[src/rtl/bus_rr_arbiter.sv]
// Round-robin arbiter for the shared CPU bus (16 drivers).
// Registers holder index and one-hot enable, with hold limit and turnaround gap.
module bus_rr_arbiter #(
    parameter int HOLD_MAX = 4
) (
    input  logic        clk,
    input  logic        clr,
    input  logic [15:0] req,
    output logic [3:0]  grant_idx,
    output logic [15:0] grant_onehot,
    output logic        grant_valid,
    output logic        turnaround
);

    typedef enum logic [1:0] {
        IDLE,
        GRANT,
        GAP
    } state_t;

    state_t      state_q, state_d;
    logic [3:0]  idx_q, idx_d;
    logic [3:0]  last_q, last_d;
    logic [3:0]  hold_q, hold_d;
    logic [15:0] onehot_q, onehot_d;
    logic        valid_q, valid_d;
    logic        ta_q, ta_d;

    logic        found;
    logic [3:0]  pick;
    logic [3:0]  cand;
    logic        hold_done;

    // Scan starts one past the last holder; offset 16 wraps back to it.
    always_comb begin
        found = 1'b0;
        pick  = 4'd0;
        cand  = 4'd0;
        for (int k = 1; k <= 16; k++) begin
            cand = last_q + 4'(k);
            if (!found && req[cand]) begin
                found = 1'b1;
                pick  = cand;
            end
        end
    end

    assign hold_done = (hold_q == 4'(HOLD_MAX - 1));

    always_comb begin
        state_d  = state_q;
        idx_d    = idx_q;
        last_d   = last_q;
        hold_d   = hold_q;
        onehot_d = 16'h0000;
        valid_d  = 1'b0;
        ta_d     = 1'b0;
        unique case (state_q)
            IDLE, GAP: begin
                if (found) begin
                    state_d  = GRANT;
                    idx_d    = pick;
                    last_d   = pick;
                    hold_d   = 4'd0;
                    valid_d  = 1'b1;
                    onehot_d = 16'h0001 << pick;
                end else begin
                    state_d = IDLE;
                end
            end
            GRANT: begin
                if (!req[idx_q] || hold_done) begin
                    state_d = GAP;
                    ta_d    = 1'b1;
                end else begin
                    hold_d   = hold_q + 4'd1;
                    valid_d  = 1'b1;
                    onehot_d = 16'h0001 << idx_q;
                end
            end
            default: state_d = IDLE;
        endcase
    end

    always_ff @(posedge clk or posedge clr) begin
        if (clr) begin
            state_q  <= IDLE;
            idx_q    <= 4'd0;
            last_q   <= 4'd15;
            hold_q   <= 4'd0;
            onehot_q <= 16'h0000;
            valid_q  <= 1'b0;
            ta_q     <= 1'b0;
        end else begin
            state_q  <= state_d;
            idx_q    <= idx_d;
            last_q   <= last_d;
            hold_q   <= hold_d;
            onehot_q <= onehot_d;
            valid_q  <= valid_d;
            ta_q     <= ta_d;
        end
    end

    assign grant_idx    = idx_q;
    assign grant_onehot = onehot_q;
    assign grant_valid  = valid_q;
    assign turnaround   = ta_q;

endmodule

[config.mk]
export PLATFORM = sky130hd
export DESIGN_NAME = bus_rr_arbiter
export DESIGN_NICKNAME = d
export VERILOG_FILES = /design/src/rtl/bus_rr_arbiter.sv
export SDC_FILE = /design/constraint.sdc
export NUM_CORES = 1
export LEC_CHECK = 0
export CORE_MARGIN = 2
export CORE_UTILIZATION = 60
export CTS_CLUSTER_SIZE = 10
export DETAILED_ROUTE_END_ITERATION = 12
export PLACE_DENSITY = 0.84
export SLEW_MARGIN = 20
export SYNTH_ARGS = -nofsm -noshare
export SYNTH_HDL_FRONTEND = slang
export SYNTH_SLANG_ARGS = --single-unit
[constraint.sdc]
create_clock -name clk -period 15.1 [get_ports clk]
set_input_delay 3.02 -clock clk [delete_from_list [all_inputs] [get_ports clk]]
set_output_delay 3.02 -clock clk [all_outputs]
set_load 0.03 [all_outputs]
== After elaboration in Yosys (flattened, before gate mapping) ==
Index checks and enable logic that the tools add are counted.
W data, S select, Z words.

* ROM bits: 0
* Bits of input ports: 18
* Memories: 0
* RAM bits: 0
* Flip-flop bits (word level): 32
* Bits in latches: 0

* Bitwise gates (word level): 0
* Divide/modulo/power cells: 0
* Shift operators: 2
* Multiplexer cells: 80
* Reductions and logical operators: 37
* $add $sub $neg: 16
* Order comparisons: 17
* Multiply operators: 0
* Equal/unequal tests: 6

{| class="wikitable"
|+ Operator list
! operator !! number
|-
| $lt A4 B5 Y1 const B || 17
|-
| $mux W4 || 18
|-
| $bmux W1 S4 || 17
|-
| $mux W1 || 38
|-
| $add A4 B4 Y4 const B || 8
|-
| $mux W16 || 2
|-
| $pmux W16 S2 || 1
|-
| $shl A1 B4 Y16 const A || 2
|-
| $add A4 B3 Y4 const B || 4
|-
| $logic_not A1 Y1 || 16
|-
| $logic_and A1 B1 Y1 || 15
|-
| $add A4 B1 Y4 const B || 2
|-
| $add A4 B2 Y4 const B || 2
|-
| $pmux W4 S2 || 1
|-
| $ne A2 B2 Y1 const B || 3
|-
| $eq A4 B2 Y1 const B || 1
|-
| $pmux W2 S2 || 1
|-
| $reduce_and A3 Y1 || 1
|-
| $eq A2 B1 Y1 const B || 1
|-
| $eq A2 B2 Y1 const B || 1
|-
| $logic_not A2 Y1 || 1
|-
| $mux W2 || 1
|-
| $pmux W1 S2 || 1
|-
| $reduce_and A2 Y1 || 1
|-
| other kinds (3) || 3
|}

== Longest topological paths before layout ==
Gate-level depths: netlist of the first run.

* Depth after elaboration: 52
* Mapped depth: 16
* Depth with buffers taken out: 12

== Worst setup path before layout of the first run ==
No wires, ideal clock.

* Path type: input to register
* Start point: input port req[14]
* End point: register onehot_q[13] (netlist: grant_onehot[13])
* Stages: 10
* Required time: 15.016 ns
* Path slack: 9.198 ns
* Setup time: 0.084 ns
* Arrival: 5.819 ns
* Cell sequence: mux4_2 mux2_4 mux2_4 or3_4 nor4_4 o2111ai_1 a22oi_2 nand2_1 or3_1 o22ai_1

* Word-level cells in the longest chain between the ends: 51
* Elaborated cells on any way between the ends: 102
* Those cells by class: shift: 1; mux: 69; reduce/logical: 32

{| class="wikitable"
|+ Ends and longest elaborated chain
! item !! line !! text
|-
| start: declaration || 8 || <nowiki>input logic [15:0] req,</nowiki>
|-
| $bmux W1 S4 || 41 || <nowiki>if (!found && req[cand]) begin</nowiki>
|-
| $mux W1 (implied by the code) || 41 ||
|-
| $mux W1 || 41 ||
|-
| $logic_not A1 Y1 || 41 ||
|-
| $logic_and A1 B1 Y1 || 41 ||
|-
| $mux W1 || 41 ||
|-
| $logic_not A1 Y1 || 41 ||
|-
| $logic_and A1 B1 Y1 || 41 ||
|-
| [... 36 more ...] || n/a ||
|-
| $mux W1 || 41 ||
|-
| $logic_not A1 Y1 || 41 ||
|-
| $logic_and A1 B1 Y1 || 41 ||
|-
| $mux W4 || 41 ||
|-
| $shl A1 B4 Y16 || 66 || <nowiki>onehot_d = 16'h0001 << pick;</nowiki>
|-
| $mux W16 || 60 || <nowiki>if (found) begin</nowiki>
|-
| $pmux W16 S2 (*) || 58 || <nowiki>unique case (state_q)</nowiki>
|-
| net onehot_d[13] || 25 || <nowiki>logic [15:0] onehot_q, onehot_d;</nowiki>
|-
| end signal: assignment || 99 || <nowiki>onehot_q <= onehot_d;</nowiki>
|-
| end: declaration || 25 ||
|}

The timed path passes the listed nets; every way through them passes the cells marked *. The select of a mux whose other input is x is not followed.
A chain may end at the register's enable or synchronous reset.

== Worst setup path after layout of the first run ==
* Start point: input port req[7]
* End point: register onehot_q[3] (netlist: grant_onehot[3])

Same word-level chain as after synthesis.

==> flow_metrics.env, run 1 <==
export IMPL_ios=40
export IMPL_setup_viol=0
export IMPL_min_path_type="reg2reg"
export IMPL_synth_edf_count=0
export IMPL_setup_ws_ps=8320
export IMPL_ant_nets=0
export IMPL_clk_pin_slew_ps=60
export IMPL_numCtsBuffers=5
export IMPL_postCtsResizedCells=0
export IMPL_synthDistinctLibCells=71
export IMPL_maxSlewViolCount=0
export IMPL_dr_first_iter_drc_count=431
export IMPL_rows=28
export IMPL_dieHeight_um=83.1
export IMPL_clk_latency_ps=280
export IMPL_hold_violations=0
export IMPL_cts_root_buf="clkbuf_8"
export IMPL_layout_common_cells="nand2_1, clkdlybuf4s50_1, mux2i_1"
export IMPL_relSlewSlack=0.325
export IMPL_layout_nets=452
export IMPL_drc=0
export IMPL_gp_congestion=0.996
export IMPL_min_period_ps=6780
export IMPL_clockBufferDepth=2
export IMPL_place_ws_ps=8150
export IMPL_tightest_slew_ps=1010
export IMPL_synth_area_per_cell_um2=9.48
export IMPL_gr_total_overflow=0
export IMPL_coreArea_mm2=0.00599
export IMPL_cts_setup_buffers=0
export IMPL_cp_max_fo=10
export IMPL_drive_gt1_frac=0.174
export IMPL_synth_seq_cells=32
export IMPL_cts_tree="yes"
export IMPL_grt_use_total=0.312
export IMPL_vias_per_cell=7.18
export IMPL_antenna_cells=0
export IMPL_final_util=0.711
export IMPL_rsz0062_at_grt="false"
export IMPL_fin_setup_tns_ps=0
export IMPL_grt_max_degree=34
export IMPL_clock_sinks=32
export IMPL_fin_skew_ps=6.31
export IMPL_holdBufCountCts=0
export IMPL_min_period_over_period=0.449
export IMPL_htreeDepth=2
export IMPL_crit_path_end_kind="register"
export IMPL_first_global_vias=3367
export IMPL_synth_area_mm2=0.00375
export IMPL_grt_antenna_before_repair=0
export IMPL_critical_path_class="in2reg"
export IMPL_seq_area_frac_synth=0.215
export IMPL_synthToLayoutAreaGrowth_pct=13.5
export IMPL_holdWs_ps=554
export IMPL_drv_max_cap_violation_count=0
export IMPL_worstSetupStartpointType="primary input"
export IMPL_io_buffers=39
export IMPL_crit_arrival_ps=6970
export IMPL_fp_dieW_um=83.1
export IMPL_synth_warnings=0
export IMPL_synth_cells=396
export IMPL_synth_nets=423
export IMPL_ys_flop_type="dfrtp_1"
export IMPL_die_area_mm2=0.00690
export IMPL_grt_pass1_wl_mm=17.5
export IMPL_dp_hpwl_mm=7.83
export IMPL_status="completed"
export IMPL_vias=3596
export IMPL_wl_per_cell_um=21.2
export IMPL_wl_mm=10.6
export IMPL_async_flop_share=1.00
export IMPL_crit_required_ps=15300
export IMPL_fmax_mhz=148
export IMPL_drtPass1Iterations=5
export IMPL_start_util=0.627
==> layout make-up <==
class                   instances  area [µm²]
clock inverters                 2        35.0
fillers                       446        1730
clock buffers                   6        72.6
flip-flops and latches         32         806
multi-input cells             335        2810
inverters                      11        41.3
repair buffers                 40         398
well taps                      75        93.8
==> worst max-delay path, cell delays in order <==
cell and delay, ps:
clkdlybuf4s50_1 530, mux4_2 510, mux2_2 320, mux2i_1 610, nand4b_1 340, nor4_4 370, nand2_1 190, o32ai_2 380
o22a_2 280, nand3_1 180, o22ai_1 240
==> registers in the layout (all words and copies together), names as in the netlist <==
signal	cells
grant_valid	1
grant_idx	4
turnaround	1
last_q	4
state_q	2
grant_onehot	16
hold_q	4
==> routing by layer <==
| layer | vias to the layer above | track usage | part of all wire |
|---|---|---|---|
| met5 | - | 0 | 0 |
| met1 | 1716 | 0.476 | 0.44 |
| li1 | 1624 | - | - |
| met2 | 222 | 0.472 | 0.45 |
| met3 | 34 | 0.0467 | 0.088 |
| met4 | 0 | 0.0730 | 0.025 |
==> kinds of logic (layout without fill, tap and decap cells) <==
group | Yosys count | after routing | synth area share
simple gates | 132 | 132 | 0.189
compound gates | 103 | 103 | 0.192
mux | 78 | 78 | 0.308
flops | 32 | 32 | 0.215
buf+inv | 29 | 59 | 0.0357
xor+xnor | 13 | 13 | 0.0303
fa+ha+maj | 9 | 9 | 0.0300
==> cell usage after synthesis (5+ instances only) <==
master / n / share of area
xnor2_1: 5 / 0.012
mux2i_1: 29 / 0.077
nor2_1: 19 / 0.019
dfrtp_1: 28 / 0.19
a21o_1: 5 / 0.010
mux2_2: 20 / 0.060
buf_2: 5 / 0.0067
xor2_1: 8 / 0.019
nand4_1: 6 / 0.010
nand2b_1: 12 / 0.020
o22ai_1: 17 / 0.028
mux4_2: 26 / 0.16
a211oi_1: 5 / 0.010
nand3_1: 21 / 0.028
nand2_1: 39 / 0.039
o21ai_0: 20 / 0.027
ha_1: 9 / 0.030
a21oi_1: 14 / 0.019
inv_1: 10 / 0.010
clkbuf_1: 6 / 0.0060
==> per-stage QoR <==
step / instances / area [µm²]
6_report: 501 / 4260
5_1_grt: 501 / 4260
4_1_cts: 501 / 4260
3_5_place_dp: 493 / 4150
3_3_place_gp: 493 / 4150
2_1_floorplan: 396 / 3750
==> final timing paths <==
| kind | from | to | slack (ps) | cells past startpoint |
|---|---|---|---|---|
| worst max-delay path | req[7] | grant_onehot[3] | 8320 | 11 |
| worst min-delay path | hold_q[1] | hold_q[1] | 550 | 2 |
| worst max register to register | last_q[0] | grant_onehot[10] | 9290 | 12 |
| worst min register to register | hold_q[1] | hold_q[1] | 550 | 2 |
| max in group asynchronous | clr | grant_onehot[8] | 11540 | 2 |
| min in group asynchronous | clr | grant_onehot[14] | 3150 | 2 |
Power of run 1 is left out: the tool's default activity adds up to more than one toggle a clock period on the data nets, which glitch-free logic cannot reach.
==> run 2: changes to the inputs <==
CORE_UTILIZATION = 53   (was 60)
PLACE_DENSITY = 0.78   (was 0.84)
clock period = 6.15 ns   (was 15.1 ns; I/O delays follow)
==> flow_metrics.env, run 2 (synthesis results as in run 1) <==
export IMPL_final_area_mm2=0.00431
export IMPL_setup_viol=0
export IMPL_place_ws_ps=542
export IMPL_cts_setup_buffers=0
export IMPL_dieHeight_um=88.2
export IMPL_worstSetupStartpointType="register"
export IMPL_hold_violations=0
export IMPL_post_place_cells=517
export IMPL_cts_root_buf="clkbuf_8"
export IMPL_fin_skew_ps=10.5
export IMPL_status="completed"
export IMPL_grt_antenna_before_repair=0
export IMPL_drtPass1Iterations=5
export IMPL_htreeDepth=2
export IMPL_wl_per_cell_um=20.5
export IMPL_synthToLayoutAreaGrowth_pct=14.9
export IMPL_antenna_cells=0
export IMPL_die_area_mm2=0.00777
export IMPL_drv_max_cap_violation_count=0
export IMPL_first_global_vias=3361
export IMPL_maxSlewViolCount=0
export IMPL_postCtsResizedCells=0
export IMPL_fp_dieW_um=88.2
export IMPL_rr_startpoint="last_q[0]"
export IMPL_clockBufferDepth=2
export IMPL_grt_use_total=0.288
export IMPL_grt_max_degree=33
export IMPL_rows=30
export IMPL_holdBufCountCts=0
export IMPL_ios=40
export IMPL_cp_max_fo=22
export IMPL_critical_path_class="reg2reg"
export IMPL_reg2reg_slack_ps=490
export IMPL_clk_latency_ps=290
export IMPL_clk_pin_slew_ps=80
export IMPL_clock_sinks=32
export IMPL_layout_nets=455
export IMPL_vias_per_cell=6.92
export IMPL_numCtsBuffers=5
export IMPL_rsz0062_at_grt="false"
export IMPL_grt_pass1_wl_mm=17.2
export IMPL_min_period_over_period=0.920
export IMPL_startpoint="last_q[0]"
export IMPL_crit_arrival_ps=5870
export IMPL_fin_setup_tns_ps=0
export IMPL_endpoint="grant_onehot[15]"
export IMPL_largest_reg_flops=16
export IMPL_gp_congestion=1.02
export IMPL_vias=3635
export IMPL_crit_path_end_kind="register"
export IMPL_fmax_mhz=177
export IMPL_r2r_end="grant_onehot[15]"
export IMPL_reg2reg_depth=12
export IMPL_setup_ws_ps=492
export IMPL_wl_mm=10.7
export IMPL_drc=0
export IMPL_io_buffers=39
export IMPL_gr_total_overflow=0
export IMPL_tightest_slew_ps=931
export IMPL_place_area_mm2=0.00420
export IMPL_start_util=0.549
export IMPL_fin_cells=525
export IMPL_cts_tree="yes"
export IMPL_drive_gt1_frac=0.179
export IMPL_layout_common_cells="nand2_1, clkdlybuf4s50_1, mux2i_1"
export IMPL_dp_hpwl_mm=8.01
export IMPL_min_period_ps=5660
export IMPL_ant_nets=0
export IMPL_relSlewSlack=0.362
export IMPL_crit_required_ps=6360
export IMPL_min_path_type="reg2reg"
export IMPL_dr_first_iter_drc_count=387
export IMPL_coreArea_mm2=0.00683
## run 2: cell count changes in the layout (fill, tap and decap cells not counted)
cell,previous run,this run
buf_4,1,4
clkbuf_1,1,0
clkinvlp_4,0,1
inv_1,9,10
inv_2,2,1
## run 2: layout make-up
cell class / count / area [µm²]
fillers: 589 / 2520
inverters: 11 / 41.3
repair buffers: 43 / 420
flip-flops and latches: 32 / 806
clock buffers: 5 / 68.8
clock inverters: 3 / 42.5
multi-input cells: 335 / 2810
well taps: 96 / 120
## run 2: metrics by stage
stage	utilization	hold WS [ps]
6_report	0.631	561
5_1_grt	0.631	594
4_1_cts	0.631	566
3_5_place_dp	0.615	534
3_3_place_gp	0.615	522
2_1_floorplan	-	487
## run 2: worst min-delay path by stage
stage	start	to	cells after the start
5_1_grt	state_q[1]	hold_q[1]	2
4_1_cts	hold_q[3]	hold_q[3]	2
2_1_floorplan	hold_q[1]	hold_q[1]	2
3_3_place_gp	hold_q[1]	hold_q[1]	2
6_report	hold_q[3]	hold_q[3]	2
3_5_place_dp	hold_q[3]	hold_q[3]	2
## run 2: worst max-delay path: stages (launching register included)
cell and delay (ps):
dfstp_2 850, inv_2 290, ha_1 990, mux4_2 670, mux2_4 320, mux2_4 300, or3_4 390, nor4_4 390
o2111ai_1 210, a22oi_2 340, nand2_1 180, or3_1 460, o22ai_1 170
## run 2: metal layers
metal  global-route usage  share of wire  up-vias
met5                    0              0        -
met4               0.0551          0.014        0
met3               0.0509          0.083       16
met2                0.452           0.48      211
met1                0.425           0.43     1771
li1                     -              -     1637
Power of run 2 is left out for the same reason.
